**src/rtl/supersonic_ranger_if.sv**
```systemverilog
// Controller-side handshake of the ultrasonic ranger: measurement request in,
// trig acknowledge and held range result out.
interface supersonic_ranger_if;
  logic       trigger;
  logic       triggerSuc;
  logic       valid;
  logic       distance;
  logic       out_range;
  logic [8:0] dist_cm;

  modport master (output trigger, input triggerSuc, valid, distance, out_range, dist_cm);
  modport slave  (input trigger, output triggerSuc, valid, distance, out_range, dist_cm);
endinterface

```
**src/rtl/supersonic_ranger.sv**
```systemverilog
// HC-SR04 front end: issues the trig pulse, times the synchronized echo in
// microsecond ticks, converts to centimetres and holds the result until the next one.
module supersonic_ranger #(
  parameter int CLK_MHZ      = 50,
  parameter int TRIG_US      = 10,
  parameter int US_PER_CM    = 58,
  parameter int MAX_CM       = 400,
  parameter int THRESH_CM    = 30,
  parameter int ECHO_WAIT_US = 30000,
  parameter int HOLDOFF_US   = 60000
) (
  input  logic               clk,
  input  logic               rst_n,
  supersonic_ranger_if.slave bus,
  output logic               sr_trig,
  input  logic               sr_echo
);
  localparam int TRIG_CYC = TRIG_US * CLK_MHZ;
  localparam int TW   = $clog2(TRIG_CYC);
  localparam int PW   = (CLK_MHZ > 1) ? $clog2(CLK_MHZ) : 1;
  localparam int UW   = (US_PER_CM > 1) ? $clog2(US_PER_CM) : 1;
  localparam int CW   = $clog2(MAX_CM + 1);
  localparam int TMAX = (ECHO_WAIT_US > HOLDOFF_US) ? ECHO_WAIT_US : HOLDOFF_US;
  localparam int TMW  = $clog2(TMAX + 1);

  localparam logic [TW-1:0]  TRIG_LAST  = TW'(TRIG_CYC - 1);
  localparam logic [TW-1:0]  TRIG_PRE   = TW'(TRIG_CYC - 2);
  localparam logic [PW-1:0]  PRESC_LAST = PW'(CLK_MHZ - 1);
  localparam logic [UW-1:0]  US_LAST    = UW'(US_PER_CM - 1);
  localparam logic [CW-1:0]  CM_MAX     = CW'(MAX_CM);
  localparam logic [CW-1:0]  CM_THRESH  = CW'(THRESH_CM);
  localparam logic [TMW-1:0] ECHO_T     = TMW'(ECHO_WAIT_US);
  localparam logic [TMW-1:0] HOLD_T     = TMW'(HOLDOFF_US);

  typedef enum logic [2:0] {
    S_IDLE, S_TRIG, S_WAIT_RISE, S_MEASURE, S_DONE, S_HOLDOFF
  } state_t;

  typedef struct packed {
    logic       distance;
    logic       out_range;
    logic [8:0] dist_cm;
  } result_t;

  state_t         state_q, state_d;
  logic [TW-1:0]  trig_cnt_q, trig_cnt_d;
  logic [PW-1:0]  presc_q, presc_d;
  logic [UW-1:0]  us_q, us_d;
  logic [CW-1:0]  cm_q, cm_d;
  logic [TMW-1:0] tmr_q, tmr_d;
  logic           sr_trig_q, sr_trig_d;
  logic           trig_suc_q, trig_suc_d;
  logic           valid_q, valid_d;
  result_t        res_q, res_d;
  logic           echo_meta_q, echo_s_q;

  logic           presc_wrap;
  logic [PW-1:0]  presc_inc;
  logic [TMW-1:0] tmr_nxt;
  logic [CW-1:0]  cm_nxt;
  logic           fin, fin_to;

  always_comb begin
    presc_wrap = (presc_q == PRESC_LAST);
    presc_inc  = presc_wrap ? '0 : presc_q + 1'b1;
    tmr_nxt    = presc_wrap ? tmr_q + 1'b1 : tmr_q;
    cm_nxt     = (presc_wrap && us_q == US_LAST) ? cm_q + 1'b1 : cm_q;
  end

  always_comb begin
    state_d    = state_q;
    trig_cnt_d = trig_cnt_q;
    presc_d    = presc_q;
    us_d       = us_q;
    cm_d       = cm_q;
    tmr_d      = tmr_q;
    sr_trig_d  = sr_trig_q;
    trig_suc_d = 1'b0;
    valid_d    = 1'b0;
    res_d      = res_q;
    fin        = 1'b0;
    fin_to     = 1'b0;
    case (state_q)
      S_IDLE: begin
        if (bus.trigger) begin
          state_d    = S_TRIG;
          sr_trig_d  = 1'b1;
          trig_cnt_d = '0;
        end
      end
      S_TRIG: begin
        trig_cnt_d = trig_cnt_q + 1'b1;
        // Acknowledge is registered, so raise it one cycle early to line up with the last trig cycle.
        if (trig_cnt_q == TRIG_PRE) trig_suc_d = 1'b1;
        if (trig_cnt_q == TRIG_LAST) begin
          state_d    = S_WAIT_RISE;
          sr_trig_d  = 1'b0;
          trig_cnt_d = '0;
          presc_d    = '0;
          tmr_d      = '0;
        end
      end
      S_WAIT_RISE: begin
        presc_d = presc_inc;
        tmr_d   = tmr_nxt;
        if (echo_s_q) begin
          state_d = S_MEASURE;
          presc_d = '0;
          us_d    = '0;
          cm_d    = '0;
        end else if (tmr_nxt == ECHO_T) begin
          fin    = 1'b1;
          fin_to = 1'b1;
        end
      end
      S_MEASURE: begin
        // The rise-detect cycle is not counted but the fall-detect cycle is,
        // so exactly the true echo width is accumulated.
        presc_d = presc_inc;
        if (presc_wrap) us_d = (us_q == US_LAST) ? '0 : us_q + 1'b1;
        cm_d = cm_nxt;
        if (cm_nxt == CM_MAX) begin
          fin    = 1'b1;
          fin_to = 1'b1;
        end else if (!echo_s_q) begin
          fin = 1'b1;
        end
      end
      S_DONE: begin
        state_d = S_HOLDOFF;
        presc_d = '0;
        tmr_d   = '0;
      end
      S_HOLDOFF: begin
        presc_d = presc_inc;
        tmr_d   = tmr_nxt;
        if (tmr_nxt == HOLD_T) state_d = S_IDLE;
      end
      default: state_d = S_IDLE;
    endcase
    if (fin) begin
      state_d         = S_DONE;
      valid_d         = 1'b1;
      res_d.out_range = fin_to;
      res_d.dist_cm   = fin_to ? 9'(CM_MAX) : 9'(cm_nxt);
      res_d.distance  = !fin_to && (cm_nxt < CM_THRESH);
    end
  end

  always_ff @(posedge clk or negedge rst_n) begin
    if (!rst_n) begin
      state_q     <= S_IDLE;
      trig_cnt_q  <= '0;
      presc_q     <= '0;
      us_q        <= '0;
      cm_q        <= '0;
      tmr_q       <= '0;
      sr_trig_q   <= 1'b0;
      trig_suc_q  <= 1'b0;
      valid_q     <= 1'b0;
      res_q       <= '0;
      echo_meta_q <= 1'b0;
      echo_s_q    <= 1'b0;
    end else begin
      state_q     <= state_d;
      trig_cnt_q  <= trig_cnt_d;
      presc_q     <= presc_d;
      us_q        <= us_d;
      cm_q        <= cm_d;
      tmr_q       <= tmr_d;
      sr_trig_q   <= sr_trig_d;
      trig_suc_q  <= trig_suc_d;
      valid_q     <= valid_d;
      res_q       <= res_d;
      echo_meta_q <= sr_echo;
      echo_s_q    <= echo_meta_q;
    end
  end

  assign sr_trig        = sr_trig_q;
  assign bus.triggerSuc = trig_suc_q;
  assign bus.valid      = valid_q;
  assign bus.distance   = res_q.distance;
  assign bus.out_range  = res_q.out_range;
  assign bus.dist_cm    = res_q.dist_cm;
endmodule

```
**src/flat_wrapper.sv**
```systemverilog
// flat-port wrapper written by rule: the top's interface ports become plain ports
module supersonic_ranger_flat 
#(
  parameter int CLK_MHZ      = 50,
  parameter int TRIG_US      = 10,
  parameter int US_PER_CM    = 58,
  parameter int MAX_CM       = 400,
  parameter int THRESH_CM    = 30,
  parameter int ECHO_WAIT_US = 30000,
  parameter int HOLDOFF_US   = 60000
)
  (clk, rst_n, sr_trig, sr_echo, bus_trigger, bus_triggerSuc, bus_valid, bus_distance, bus_out_range, bus_dist_cm);
  supersonic_ranger_if bus_i ();
  input  logic clk;
  input  logic rst_n;
  output logic sr_trig;
  input  logic sr_echo;
  input wire logic [$bits(bus_i.trigger)-1:0] bus_trigger;
  output wire logic [$bits(bus_i.triggerSuc)-1:0] bus_triggerSuc;
  output wire logic [$bits(bus_i.valid)-1:0] bus_valid;
  output wire logic [$bits(bus_i.distance)-1:0] bus_distance;
  output wire logic [$bits(bus_i.out_range)-1:0] bus_out_range;
  output wire logic [$bits(bus_i.dist_cm)-1:0] bus_dist_cm;
  assign bus_i.trigger = bus_trigger;
  assign bus_triggerSuc = bus_i.triggerSuc;
  assign bus_valid = bus_i.valid;
  assign bus_distance = bus_i.distance;
  assign bus_out_range = bus_i.out_range;
  assign bus_dist_cm = bus_i.dist_cm;
  supersonic_ranger #(.CLK_MHZ(CLK_MHZ), .TRIG_US(TRIG_US), .US_PER_CM(US_PER_CM), .MAX_CM(MAX_CM), .THRESH_CM(THRESH_CM), .ECHO_WAIT_US(ECHO_WAIT_US), .HOLDOFF_US(HOLDOFF_US)) u_core (.clk(clk), .rst_n(rst_n), .bus(bus_i), .sr_trig(sr_trig), .sr_echo(sr_echo));
endmodule
```
**config.mk**
```make
export PLATFORM = sky130hd
export DESIGN_NAME = supersonic_ranger_flat
export DESIGN_NICKNAME = d
export VERILOG_FILES = /design/src/rtl/supersonic_ranger_if.sv /design/src/rtl/supersonic_ranger.sv /design/src/flat_wrapper.sv
export SDC_FILE = /design/constraint.sdc
export NUM_CORES = 1
export LEC_CHECK = 0
export ABC_AREA = 1
export CORE_ASPECT_RATIO = 1.5
export CORE_MARGIN = 8
export CORE_UTILIZATION = 55
export DETAILED_ROUTE_END_ITERATION = 10
export GPL_TIMING_DRIVEN = 0
export PLACE_DENSITY = 0.83
export SYNTH_ARGS = -nofsm -noshare
export SYNTH_HDL_FRONTEND = slang
export SYNTH_SLANG_ARGS = --single-unit
```
**constraint.sdc**
```tcl
create_clock -name clk -period 2.2 [get_ports clk]
set_input_delay 0.22 -clock clk [delete_from_list [all_inputs] [get_ports clk]]
set_output_delay 0.22 -clock clk [all_outputs]
set_load 0.005 [all_outputs]
```
==> qor.csv, run 1 <==
metric;value;unit
post-place-ws;-0.300;ns
violations;setup timing;
htreeDepth;3;
cts.path.max_buffers;2;
r2r-start;u_core.tmr_q[0];
antenna_found_initial;0;
tns;-0.666;ns
totalWireLength;12000;um
syn-instance-count;577;
clock_skew;0.0111;ns
fin_ws;-0.109;ns
multi_input_area;2350;um2
cts_buffers;9;
ff_latch_area;1630;um2
cap_violations;0;
viasPerCell;5.67;
io_buffers;17;
synth_top_cell_by_area;dfrtp_1;
dieArea;10400;um2
die_y;121;um
path_clk_slew;0.07;ns
clock.fmax;433;MHz
critPathMaxFanout;5;
tightest_slew;0.841;ns
drive_above_1_share;21.8;%
firstDrtPassIters;5;
whs_endpoint;u_core.echo_meta_q;
hold_depth;1;
clock-sinks;65;
gp_congestion;0.970;
min_from;sr_echo;
worst-r2r-setup-slack;-0.11;ns
grt_pass1_vias;3885;
slew_headroom;43.9;%
route.detailed.drc;0;
yosysSeqAreaShare;40.3;%
clk_latency;0.36;ns
wl_per_cell;16.0;um
worstPathRequired;2.48;ns
synth_edf_count;0;
ys_warn_count;0;
rows;38;
synth_commonest_cells;nand2_1, inv_1, dfrtp_1, nor2_1, nand3_1;
arrival;2.59;ns
syn-num-nets;589;
tritoncts;yes;
whs;0.310;ns
r2r-end;u_core.bus.dist_cm[0];
synthFlopType;dfrtp_1;
io_pins;18;
start_util;56.2;%
core_area;7180;um2
p_leak;2.30;nW
groute.usage.overall;20.8;%
vias;4252;
dieWidth;85.9;um
num_antenna_cells;0;
drt-initial-drc-count;465;
start_kind;flop;
slew_viol_final;0;
syn2layout_area_growth;27.9;%
setup_violations;12;
nets;658;
cts-root-buf;clkbuf_8;
fin_crit;2.31;ns
grt_start_max_net_pins;66;
p_per_area;719;nW/um2
finalHoldViolCount;0;
fin_crit_sh;105;%
yosysTopAreaCellShare;40.3;%
outcome;finished with violations;
fillers;509;
hp-class;in2reg;
r2r_cells;16;
syn_area;4040;um2
rsz0062_at_grt;yes;
async_reset_ff_share;100;%
netlist-cell-type-count;35;
grt_first_pass_wirelength;17200;um
irDropWorstVdd;0.564;mV
synth-seq-cells;65;
synth_area_leaders;dfrtp_1, nand2_1, inv_1, nor2_1, nand3_1;
synth_most_common_cell;nand2_1;
ant_nets;0;
end_kind;flop;
overflow;0;
syn_area_per_cell;7.00;um2
detailed_place_hpwl;7360;um
crit_type;reg2reg;
[kinds of logic (layout without fill, tap and decap cells)]
kind of cell	after synthesis	after routing	synth area share (%)
AOI/OAI and AO/OA	89	89	12.4
xor gates and xnor gates	9	9	1.95
adders and majority gates	8	8	2.48
buffers and inverters	92	165	9.27
DFF	65	65	40.3
and+or+nand+nor	314	314	33.6
[placed cells by master, fill, tap and decap left out, types with 2 or more instances in the layout]
| cell | n |
|---|---|
| clkdlybuf4s50_1 | 16 |
| clkbuf_1 | 5 |
| a21oi_1 | 15 |
| nand3_1 | 29 |
| o21ai_1 | 8 |
| clkbuf_8 | 9 |
| clkinv_2 | 3 |
| nor4_1 | 3 |
| nand2_1 | 153 |
| o21ai_0 | 31 |
| o22ai_1 | 21 |
| nor3_1 | 7 |
| nor2_4 | 9 |
| xnor2_1 | 2 |
| buf_8 | 2 |
| buf_6 | 3 |
| xor2_1 | 7 |
| nand2_4 | 10 |
| inv_1 | 77 |
| o21ai_2 | 3 |
| nand3_4 | 3 |
| nor3b_1 | 2 |
| nor2_1 | 48 |
| nand3_2 | 4 |
| nand4_1 | 11 |
| buf_4 | 40 |
| ha_4 | 3 |
| nor2_2 | 11 |
| inv_2 | 5 |
| dfrtp_1 | 59 |
| nand2_2 | 20 |
| o32ai_1 | 2 |
| o211ai_1 | 2 |
| dfrtp_2 | 6 |
| ha_1 | 4 |
[area by class of cell]
type / count / share of cell area (%)
plain buffers: 8 / 1.26
well taps: 100 / 2.42
flip-flops and latches: 65 / 31.7
clock inverters: 4 / 0.873
clock buffers: 11 / 2.54
multi-input cells: 420 / 45.5
repair buffers: 59 / 9.55
inverters: 83 / 6.18
[worst max-delay path, cell delays in order, from the launching register on]
cell and delay [ns]:
dfrtp_1 0.43, buf_4 0.20, inv_1 0.13, nor2_4 0.18, nand2_1 0.08, nand2_1 0.06
nand2_1 0.05, nand2_1 0.07, o21ai_2 0.07, nor2_1 0.12, nand2_1 0.10, nor2_2 0.13
nand3_2 0.14, nand2_4 0.14, buf_6 0.14, nand2_2 0.06, o21ai_2 0.14
[per-stage QoR]
step | area (um2) | std cells | utilization [%] | total power [mW]
3_3_place_gp | 4330 | 694 | 60.3 | 2.42
2_1_floorplan | 4040 | 577 | - | 2.16
3_5_place_dp | 4330 | 694 | 60.3 | 2.47
6_report | 5160 | 750 | 71.9 | 3.71
5_1_grt | 5160 | 750 | 71.9 | 3.90
4_1_cts | 4770 | 729 | 66.4 | 3.52
[state kept, by name, indices dropped and copies added (netlist names)]
signal / flops
u_core.bus.dist_cm: 9
u_core.bus.distance: 1
u_core.bus.out_range: 1
u_core.bus.triggerSuc: 1
u_core.bus.valid: 1
u_core.cm_q: 9
u_core.echo_meta_q: 1
u_core.echo_s_q: 1
u_core.presc_q: 6
u_core.sr_trig: 1
u_core.state_q: 3
u_core.tmr_q: 16
u_core.trig_cnt_q: 9
u_core.us_q: 6
[worst max-delay path by stage]
stage	start	end	slack [ns]	cells past startpoint
2_1_floorplan	u_core.presc_q[1]	u_core.state_q[1]	0.12	18
3_3_place_gp	rst_n	u_core.bus.dist_cm[7]	-1.24	1
3_5_place_dp	u_core.tmr_q[0]	u_core.bus.dist_cm[2]	-0.30	15
4_1_cts	u_core.trig_cnt_q[4]	u_core.tmr_q[11]	0.01	8
5_1_grt	u_core.tmr_q[0]	u_core.bus.dist_cm[2]	-0.23	16
6_report	u_core.tmr_q[0]	u_core.bus.dist_cm[0]	-0.11	16
[timing repair]
item	in CTS	in global routing
setup endpoints to repair	15	28
pin swaps	9	23
hold buffers	1	0
hold endpoints to repair	10	0
cloned	0	1
setup buffers	20	20
gates resized for setup	30	72
[routing by layer]
metal	global-route usage [%]	share of wire [%]	up-vias	routed length (um)
met5	0	0	-	0
met4	13.4	4.8	0	573
met3	3.59	4.8	61	577
met2	37.1	53	197	6400
met1	21.9	37	1994	4430
li1	-	-	2000	-
[report_power, final]
group / internal [mW] / switching [mW] / leakage (nW) / total (mW)
Clock: 0.512 / 0.462 / 0.0929 / 0.974
Sequential: 1.31 / 0.0935 / 0.879 / 1.40
Combinational: 0.460 / 0.875 / 1.33 / 1.34
No activity file was read; power rests on OpenSTA's default activity.
==> run 2, diff against run 1 <==
CAP_MARGIN = 30   (was default)
==> results of run 2 <==
No change in the layout: final DEF, timing and power equal those of run 1.
